## src/rtl/reg_y_bank.sv

```systemverilog
// ============================================================================
// Module   : reg_y_bank
// Purpose  : Y-bus register endpoint holding R3..R10 plus a memory-fetched DR.
// Revision : 1.0 - initial release
// ============================================================================
`default_nettype none

module reg_y_bank #(
  parameter int unsigned TIMEOUT = 16
) (
  input  logic       clk,
  input  logic       rst_n,
  input  logic [7:0] bus,
  input  logic [7:0] enY,
  input  logic       wr_en,
  input  logic       inc_en,
  input  logic [2:0] inc_sel,
  input  logic       dr_req,
  input  logic [7:0] mem_rdata,
  input  logic       mem_ack,
  output logic [7:0] R3,
  output logic [7:0] R4,
  output logic [7:0] R5,
  output logic [7:0] R6,
  output logic [7:0] R7,
  output logic [7:0] R8,
  output logic [7:0] R9,
  output logic [7:0] R10,
  output logic [7:0] DR,
  output logic       mem_rd,
  output logic       dr_busy,
  output logic       dr_done,
  output logic       dr_timeout,
  output logic       inc_carry,
  output logic       wr_err
);

  localparam logic [7:0] c_TO_LAST = 8'(TIMEOUT - 1);

  typedef enum logic [0:0] {
    S_IDLE = 1'b0,
    S_WAIT = 1'b1
  } state_t;

  logic [7:0] r_regs [8];
  logic [7:0] w_inc_hit;
  logic       w_onehot;
  logic       w_wr_ok;
  logic       w_inc_ok;

  assign w_onehot = (enY != 8'd0) && ((enY & (enY - 8'd1)) == 8'd0);
  assign w_wr_ok  = wr_en && w_onehot;
  // A write to the increment target takes priority and suppresses the increment.
  assign w_inc_ok = inc_en && !(w_wr_ok && enY[inc_sel]);

  generate
    for (genvar gi = 0; gi < 8; gi++) begin : g_reg
      assign w_inc_hit[gi] = w_inc_ok && (inc_sel == 3'(gi));

      always_ff @(posedge clk or negedge rst_n) begin
        if (!rst_n) begin
          r_regs[gi] <= 8'd0;
        end else if (w_wr_ok && enY[gi]) begin
          r_regs[gi] <= bus;
        end else if (w_inc_hit[gi]) begin
          r_regs[gi] <= r_regs[gi] + 8'd1;
        end
      end
    end
  endgenerate

  logic r_inc_carry;
  logic r_wr_err;

  always_ff @(posedge clk or negedge rst_n) begin
    if (!rst_n) begin
      r_inc_carry <= 1'b0;
      r_wr_err    <= 1'b0;
    end else begin
      r_inc_carry <= w_inc_ok && (r_regs[inc_sel] == 8'hFF);
      if (wr_en && !w_onehot) begin
        r_wr_err <= 1'b1;
      end
    end
  end

  // DR fetch handshake
  state_t     r_state;
  state_t     w_state_nxt;
  logic [7:0] r_cnt;
  logic [7:0] w_cnt_nxt;
  logic [7:0] r_dr;
  logic [7:0] w_dr_nxt;
  logic       r_dr_done;
  logic       w_done_nxt;
  logic       r_dr_timeout;
  logic       w_timeout_nxt;

  always_ff @(posedge clk or negedge rst_n) begin
    if (!rst_n) begin
      r_state      <= S_IDLE;
      r_cnt        <= 8'd0;
      r_dr         <= 8'd0;
      r_dr_done    <= 1'b0;
      r_dr_timeout <= 1'b0;
    end else begin
      r_state      <= w_state_nxt;
      r_cnt        <= w_cnt_nxt;
      r_dr         <= w_dr_nxt;
      r_dr_done    <= w_done_nxt;
      r_dr_timeout <= w_timeout_nxt;
    end
  end

  always_comb begin
    w_state_nxt   = r_state;
    w_cnt_nxt     = r_cnt;
    w_dr_nxt      = r_dr;
    w_done_nxt    = 1'b0;
    w_timeout_nxt = 1'b0;
    case (r_state)
      S_IDLE: begin
        if (dr_req) begin
          w_state_nxt = S_WAIT;
          w_cnt_nxt   = 8'd0;
        end
      end
      S_WAIT: begin
        if (mem_ack) begin
          w_dr_nxt    = mem_rdata;
          w_done_nxt  = 1'b1;
          w_state_nxt = S_IDLE;
        end else if (r_cnt == c_TO_LAST) begin
          w_timeout_nxt = 1'b1;
          w_state_nxt   = S_IDLE;
        end else begin
          w_cnt_nxt = r_cnt + 8'd1;
        end
      end
      default: begin
        w_state_nxt = S_IDLE;
      end
    endcase
  end

  assign mem_rd     = (r_state == S_WAIT);
  assign dr_busy    = (r_state == S_WAIT);
  assign dr_done    = r_dr_done;
  assign dr_timeout = r_dr_timeout;
  assign DR         = r_dr;
  assign inc_carry  = r_inc_carry;
  assign wr_err     = r_wr_err;

  assign R3  = r_regs[0];
  assign R4  = r_regs[1];
  assign R5  = r_regs[2];
  assign R6  = r_regs[3];
  assign R7  = r_regs[4];
  assign R8  = r_regs[5];
  assign R9  = r_regs[6];
  assign R10 = r_regs[7];

endmodule

`default_nettype wire

```

## config.mk

```make
export PLATFORM = sky130hd
export DESIGN_NAME = reg_y_bank
export DESIGN_NICKNAME = d
export VERILOG_FILES = /design/src/rtl/reg_y_bank.sv
export SDC_FILE = /design/constraint.sdc
export NUM_CORES = 1
export LEC_CHECK = 0
export CAP_MARGIN = 25
export CORE_AREA = 2 2 113 115
export DETAILED_ROUTE_END_ITERATION = 16
export DIE_AREA = 0 0 115 117
export DONT_BUFFER_PORTS = 1
export GPL_ROUTABILITY_DRIVEN = 0
export PLACE_DENSITY = 0.52
export REMOVE_ABC_BUFFERS = 1
export SLEW_MARGIN = 15
export SYNTH_ARGS = -nofsm -noshare
export SYNTH_HDL_FRONTEND = slang
export SYNTH_SLANG_ARGS = --single-unit
```

## constraint.sdc

```tcl
create_clock -name clk -period 2.8 [get_ports clk]
set_input_delay 0.42 -clock clk [delete_from_list [all_inputs] [get_ports clk]]
set_output_delay 0.42 -clock clk [all_outputs]
set_load 0.01 [all_outputs]
```

== Word-level counts from Yosys, hierarchy flattened ==
Index checks and enable logic that the tools add are counted.

* Bits in registers: 85
* Bits in latches: 0
* RAM bits: 0
* ROM bits: 0
* Bits of input ports: 33
* Output and inout bits: 78
* Logic and storage cells: 113
* Memories kept: 0

* Add/subtract/negate cells: 10
* Multiply operators: 0
* Divide/modulo/power cells: 0
* Order comparisons: 2
* Eq/ne operators: 12
* Shifts and indexed selects: 0
* Muxes and demuxes: 34
* Bitwise logic cells: 3
* Reductions and logical operators: 37

{| class="wikitable"
|+ Operators with widths
! operator !! number
|-
| $mux 8 || 21
|-
| $add 8x1->8 const B || 9
|-
| $bmux 8 s3 || 1
|-
| $logic_and 1x1->1 || 22
|-
| $pmux 8 s2 || 1
|-
| $reduce_bool 2->1 || 8
|-
| $eq 3x3->1 const B || 4
|-
| $mux 1 || 9
|-
| $and 8x8->8 || 1
|-
| $eq 8x4->1 const B || 1
|-
| $eq 8x8->1 const B || 1
|-
| $logic_not 8->1 || 1
|-
| $reduce_bool 8->1 || 1
|-
| $sub 8x1->8 const B || 1
|-
| $eq 3x2->1 const B || 2
|-
| $ne 2x2->1 const B || 3
|-
| $ge 4x4->1 const B || 1
|-
| $lt 3x4->1 const B || 1
|-
| $not 3->4 || 1
|-
| $bmux 1 s3 || 1
|-
| $eq 3x1->1 const B || 1
|-
| $logic_not 3->1 || 1
|-
| $reduce_and 3->1 || 1
|-
| $logic_not 1->1 || 2
|-
| 3 further kinds || 3
|}

== Logic depth before layout (Yosys ltp) ==
Gate-level depths: netlist of the first run.

* Depth after elaboration: 11
* Depth in mapped cells: 9
* Gate-level depth less buffers: 8

== Worst setup path before layout of the first run ==
OpenSTA, ideal clock, no wires.

* Path type: input-to-reg
* Start point: input port enY[2]
* End point: register r_regs (netlist bit R10[4])
* Library setup time: 126 ps
* Arrival time: 2051 ps
* Required time: 2674 ps
* Path slack: 623 ps
* Cell stages on the path: 7
* Buffers on the path: 0
* Path through: nor4_4 -> nand4b_1 -> nand4_1 -> o21ai_2 -> nand2_1 -> mux2_2 -> a221o_1

* Cells in the longest elaborated chain, start to end: 10
* Elaborated cells between the ends (all ways): 15
* Classes of those cells: add/sub (1); mux (3); bitwise (1); reduce/logical (10)

{| class="wikitable"
|+ Ends and longest elaborated chain
! element !! RTL line !! RTL
|-
| start, declared || 14 || <nowiki>input logic [7:0] enY,</nowiki>
|-
| $sub 8x1->8 || 51 || <nowiki>assign w_onehot = (enY != 8'd0) && ((enY & (enY - 8'd1)) == 8'd0);</nowiki>
|-
| $and 8x8->8 || 51 ||
|-
| $logic_not 8->1 || 51 ||
|-
| $logic_and 1x1->1 || 51 ||
|-
| $logic_and 1x1->1 || 52 || <nowiki>assign w_wr_ok = wr_en && w_onehot;</nowiki>
|-
| $logic_and 1x1->1 || 54 || <nowiki>assign w_inc_ok = inc_en && !(w_wr_ok && enY[inc_sel]);</nowiki>
|-
| $logic_not 1->1 || 54 ||
|-
| $logic_and 1x1->1 || 54 ||
|-
| $logic_and 1x1->1 || 58 || <nowiki>assign w_inc_hit[gi] = w_inc_ok && (inc_sel == 3'(gi));</nowiki>
|-
| $reduce_bool 2->1 (no line) || - ||
|-
| end signal, assigned by index || 64 || <nowiki>r_regs[gi] <= bus;</nowiki>
|-
| end signal, assigned by index || 66 || <nowiki>r_regs[gi] <= r_regs[gi] + 8'd1;</nowiki>
|-
| end, declared || 45 || <nowiki>logic [7:0] r_regs [8];</nowiki>
|}

Parallel ways exist; a longest one is shown, timed or not. The select of a mux whose other input is x is not followed.
A chain may end at the register's enable or synchronous reset.

== Final worst setup path of the first run ==
* Start point: register r_cnt[4]
* End point: register r_cnt[7]

* Cells in the longest elaborated chain, start to end: 4
* Elaborated cells between the ends (all ways): 7
* Classes of those cells: add/sub (1); eq/ne (2); mux (3); reduce/logical (1)

{| class="wikitable"
|+ Ends and longest elaborated chain
! element !! RTL line !! RTL
|-
| start, declared || 90 || <nowiki>logic [7:0] r_cnt;</nowiki>
|-
| start signal, assigned || 108 || <nowiki>r_cnt <= w_cnt_nxt;</nowiki>
|-
| $add 8x1->8 || 137 || <nowiki>w_cnt_nxt = r_cnt + 8'd1;</nowiki>
|-
| $mux 8 || 133 || <nowiki>end else if (r_cnt == c_TO_LAST) begin</nowiki>
|-
| $mux 8 || 129 || <nowiki>if (mem_ack) begin</nowiki>
|-
| $pmux 8 s2 || 121 || <nowiki>case (r_state)</nowiki>
|}

Parallel ways exist; a longest one is shown, timed or not. The select of a mux whose other input is x is not followed.

==> impl_results.md, run 1 <==
- Status: complete, no violations
- CTS Root Cell: clkbuf_16
- Final setup fails: 0
- Cells after synthesis: roughly 540
- Final slew viol count: 0
- Mapped cell area: about 0.005 mm²
- Area Growth Syn to Fin: 10.2%
- Yosys reg bits: 85
- Initial Utilization: between 40 and 50%
- Global-route wire length before repair: approximately 23,000 µm
- First-pass DRT Iterations: 4
- Drt wl/cell: 21.6 µm
- Nets: between 500 and 600
- CP arrival: approximately 2500 ps
- Initial antenna violation count: 0
- Max Fanout on Critical Path: 7
- Nature of the critical path endpoint: flop
- Fill cell count: about 1,200
- Placed insts: 676
- Layout cells sized above 1: roughly a tenth
- Setup CP Type: reg2reg
- Clk buf depth: 2
- Max Clock Skew: 8.52 ps
- H-Tree Depth: 3
- IO buf count: 0
- DR vias: 4,273
- Fmax: roughly 430 MHz
- Largest net degree at the start of global routing: 86
- Remaining Overflow, GRT: 0
- Diodes inserted: 0
- # IOs: ~110
- Post-CTS setup buffers: 0
- Area leader, netlist: dfrtp_1
- Die Y: 117 µm
- Final WS setup: 499 ps
- Count leader, synth: dfrtp_1
- Worst hold path type: in2reg
- Static Leak: 2.40 nW
- RSZ-0062 raised after global routing: no
- Drt initial violations: 334
- Clk_lat worst skew: 360 ps
- TritonCTS clock tree: built
- Vias in the first global route: around 4,100
- Routed Antenna Nets: 0
- Slew of the pin with the lowest slew margin: 581 ps
- Sequential Area: about 0.0021 mm²
- Core ar.: between 0.01 and 0.015 mm²
- Period utilization: 82.2%
- # rows: between 40 and 50
- Post-synth EDFFs: 0
- Worst endpoint required time: 3020 ps
- Primary FF master, synth: dfrtp_1
- Synth cell types: 64
- Yosys top cell area share: 42.5%
- Vias per std cell: slightly above 6
- Post-Route WL: between 10,000 and 15,000 µm
- Clk sinks: 85
- Finished Layout Cells: around 700
- Fin crit period: ~2300 ps
- Hold Vio Cnt, Final: 0
- Gr usage total: a little under a quarter
- Setup WS pre-CTS: about 300 ps
- Reg clk slew, reported paths: ~70 ps
- Max rail drop VDD: approximately 460 µV
- Setup slack, reg-to-reg: 500 ps
- Die span in x: around 120 µm
- Synth area leaders: dfrtp_1, nand2_1, a221o_1
- Max-slew headroom: approximately three fifths
- Critical Path Start Type: flop
- Setup TNS: 0 ps
- Pwr Density: roughly 750 mW/mm²
- Area of the multi-input gates: roughly 0.0027 mm²
- Sequential fraction of the synthesis area: about 42%
- DP HPWL: ~10,000 µm
- TritonCTS buffer count: 9
- Syn Area/Cell: about 9.3 µm²
- Ys async rst share: 100%
- Die footprint: approximately 0.013 mm²
- Synth warn: 0
- Max-Cap Viols: 0
- Commonest cells post-synth: dfrtp_1, nand2_1, nor2_1
- # DRC: 0
placed cells by master, fill, tap and decap left out, types with 13 or more instances in the layout:
cell / n
dfrtp_1: 85
o21ai_0: 34
a221o_1: 18
a21o_1: 13
nor3_1: 24
nand3_1: 31
inv_1: 22
and3_1: 26
nand2_1: 55
nor2_1: 37
flip-flops by register name (all words and copies together), names as in the netlist:
signal and cells:
R10 8, R9 8, wr_err 1, dr_busy 1, R7 8, R6 8
DR 8, inc_carry 1, R8 8, R3 8, dr_timeout 1, R4 8
r_cnt 8, R5 8, dr_done 1
logic make-up (layout without fill, tap and decap cells):
| logic type | after synthesis | after routing | share of synthesized area (%) |
|---|---|---|---|
| buffers and inverters | 47 | 50 | 3.95 |
| and+or+nand+nor | 234 | 234 | 25.1 |
| adders and majority gates | 9 | 9 | 2.25 |
| xor gates and xnor gates | 19 | 19 | 3.32 |
| muxes | 15 | 15 | 4.02 |
| AOI/OAI and AO/OA | 132 | 132 | 18.9 |
| DFF | 85 | 85 | 42.5 |
metal layers:
layer  wire [µm]  global-route usage, %  up-vias
met4         467                   9.32        0
met2        6310                   33.1      171
li1            -                      -     2001
met5           0                      0        -
met1        6790                   30.9     2072
met3        1390                   9.01       29
where the power goes:
| part | internal, mW | leakage (nW) | switching [mW] |
|---|---|---|---|
| combinational | 0.368 | 1.16 | 0.343 |
| sequential | 1.54 | 1.09 | 0.555 |
| clock | 0.831 | 0.156 | 0.516 |
timing repair:
| item | in CTS | in global routing |
|---|---|---|
| hold buffers | 2 | 0 |
| resized for setup | 0 | 0 |
| endpoints found under the hold margin | 85 | 0 |
worst max-delay path: stages (launching register included):
cell and delay [ps]:
dfrtp_1 410, or4b_2 690, o311a_1 440, nor2_1 210, nor2_1 120, nand3_1 110, xor2_1 140, nor2_1 50
metrics by stage:
stage / utilization (%) / instance area (µm²) / hold slack [ps] / total power [mW]
after global routing: 44.8 / 5520 / 186 / 4.41
after CTS: 44.8 / 5520 / 175 / 4.18
final: 44.8 / 5520 / 179 / 4.15
after detailed placement: 41.9 / 5150 / 127 / 2.80
after floorplan: - / 4890 / 124 / 2.54
after global placement: 41.9 / 5150 / 127 / 2.77
worst paths after layout:
check	cells past startpoint	to	start
setup / recovery	7	r_cnt[7]$_DFFE_PN0P_	r_cnt[4]$_DFFE_PN0P_
hold / removal	2	R3[6]$_DFFE_PN0P_	bus[6]
setup reg to reg	7	r_cnt[7]$_DFFE_PN0P_	r_cnt[4]$_DFFE_PN0P_
hold reg to reg	2	r_cnt[7]$_DFFE_PN0P_	r_cnt[7]$_DFFE_PN0P_
max in group asynchronous	2	R3[1]$_DFFE_PN0P_	rst_n
min in group asynchronous	2	R8[2]$_DFFE_PN0P_	rst_n
layout make-up:
cell class	instances	share of cell area (%)
Inverter	22	1.50
Clock buffer	13	4.71
Multi-Input combinational cell	409	48.6
Clock inverter	3	1.22
Tap cell	150	3.40
Sequential cell	85	38.5
Timing Repair Buffer	12	2.04
Note: power is estimated with default switching activity, not from simulation.
==> run 2, diff against run 1 <==
Clock period 2.8 ns to 2.25 ns, I/O delays scaled along.
==> run 2 against run 1 <==
The flow now finishes with violations (negative hold slack). Clock-buffer cell count up 2. Die area unchanged. Critical endpoint unchanged. Largest cell class unchanged. Combinational power up 100%. Global-route usage up 0.38 points. Worst hold slack worse by 500 ps.
==> impl_results.md, run 2 (synthesis results as in run 1) <==
- Status: finished, violations left
- Failing checks: negative hold slack
- First-pass DRT Iterations: 4
- Reg clk slew, reported paths: about 70 ps
- Most frequent cells in the layout: dfrtp_1, nand2_1, buf_4
- # DRC: 0
- Die span in x: 115 µm
- Gr usage total: between 20% and 30%
- Worst r2r src: r_cnt[4]$_DFFE_PN0P_
- Worst hold path type: in2async
- H-Tree Depth: 3
- Critical Path Start Type: flop
- Sequential Area: between 0.002 and 0.0025 mm²
- Core ar.: between 0.01 and 0.015 mm²
- Pwr Density: between 900 and 1000 mW/mm²
- Placed insts: approximately 720
- Overall Power: about 5.2 mW
- Fmax: between 400 and 500 MHz
- Dpl cell area: roughly 0.0055 mm²
- Most frequent CP cell: nor2_1
- Crit path buffers/inverters: 0
- Max Clock Skew: 9.52 ps
- Vias in the first global route: 4,218
- TritonCTS clock tree: built
- Routed Antenna Nets: 0
- Setup TNS: 0 ps
- Largest net degree at the start of global routing: 86
- Largest delay share family, worst path: simple AND/OR/NAND/NOR gates
- Critical path's largest stage delay: 700 ps
- DP HPWL: approximately 11,000 µm
- Drt wl/cell: approximately 21 µm
- Remaining Overflow, GRT: 0
- TritonCTS buffer count: 9
- Commonest non-fill, non-tap cell in the layout: dfrtp_1
- Clk sinks: 85
- Final WS setup: 133 ps
- Drt initial violations: about 330
- Static Leak: 2.56 nW
- Die footprint: 0.0135 mm²
- Clk buf depth: 2
- # rows: 41
- Die Y: approximately 120 µm
- Area of the multi-input gates: between 0.002 and 0.003 mm²
- Nature of the critical path endpoint: flop
- Final slew viol count: 0
- Fin util: 46.5%
- Clk_lat worst skew: 360 ps
- Critical path, cell by cell: or4b_2 -> o311a_1 -> nor2_2 -> nor2_1 -> nand3_1 -> xor2_1 -> nor2_1
- IO buf count: 0
- Hold Slack: -326 ps
- # IOs: between 100 and 150
- Final Cell Area: approximately 0.0057 mm²
- Nets: 619
- Max Fanout on Critical Path: 4
- CTS Root Cell: clkbuf_16
- Post-Route WL: ~15,000 µm
- Initial antenna violation count: 0
- CP arrival: roughly 2400 ps
- RSZ-0062 raised after global routing: no
- DR vias: 4,448
- Fin crit period: around 2100 ps
- Worst endpoint required time: around 2500 ps
- Finished Layout Cells: around 730
- Setup WS pre-CTS: -119 ps
- Max rail drop VDD: 332 µV
- Slew of the pin with the lowest slew margin: between 500 and 600 ps
- Master of the slowest instance on the critical path: or4b_2
- Diodes inserted: 0
- Initial Utilization: just over 40%
- Layout cells sized above 1: between 15 and 20%
- Period utilization: 94.1%
- Fill cell count: 1,179
- Setup CP Type: reg2reg
- Max-slew headroom: approximately 60%
- Final setup fails: 0
- Max-Cap Viols: 0
- Hold Vio Cnt, Final: 85
- Critical path launch point: r_cnt[4]$_DFFE_PN0P_
- Area Growth Syn to Fin: 14.4%
- Global-route wire length before repair: approximately 24,000 µm
- Vias per std cell: 6.08
## run 2: area by class of cell
class,instances,area share (%)
timing repair buffer,50,6.55
clock buffer,15,4.67
sequential,85,37.1
inverter,22,1.44
clock inverter,1,0.0873
multi-input combinational,409,46.9
tap,150,3.28
## run 2: timing repair
action | in CTS | in global routing
endpoints found under the hold margin | 85 | 85
resized for setup | 0 | 1
endpoints found under the setup margin | 0 | 1
setup buffers | 0 | 0
## run 2: final timing paths
| check | to | depth (start not counted) | slack [ps] |
|---|---|---|---|
| max | r_cnt[7]$_DFFE_PN0P_ | 7 | 130 |
| min | R5[2]$_DFFE_PN0P_ | 0 | -330 |
| max reg2reg | r_cnt[7]$_DFFE_PN0P_ | 7 | 130 |
| min reg2reg | dr_timeout$_DFF_PN0_ | 1 | 530 |
| max in group asynchronous | R9[7]$_DFFE_PN0P_ | 0 | 2440 |
| min in group clk | R10[0]$_DFFE_PN0P_ | 2 | 110 |
## run 2: per-layer routing
layer | up-vias | track usage, % | routed length [µm] | share of wire, %
met1 | 2208 | 31.3 | 6830 | 45
met2 | 138 | 35.7 | 6870 | 45
met5 | - | 0 | 0 | 0
met3 | 21 | 7.16 | 1250 | 8.2
met4 | 0 | 8.76 | 318 | 2.1
li1 | 2081 | - | - | -
## run 2: power breakdown
group | total [mW] | switching, mW | internal, mW
clock network | 1.40 | 0.596 | 0.808
logic | 1.43 | 0.732 | 0.700
registers | 2.33 | 0.419 | 1.91
==> run 3, diff against run 2 <==
Settings changed: SKIP_LAST_GASP set to 1.
==> results of run 3 <==
Same layout as run 2: the final DEF is identical, and so are final timing and power.
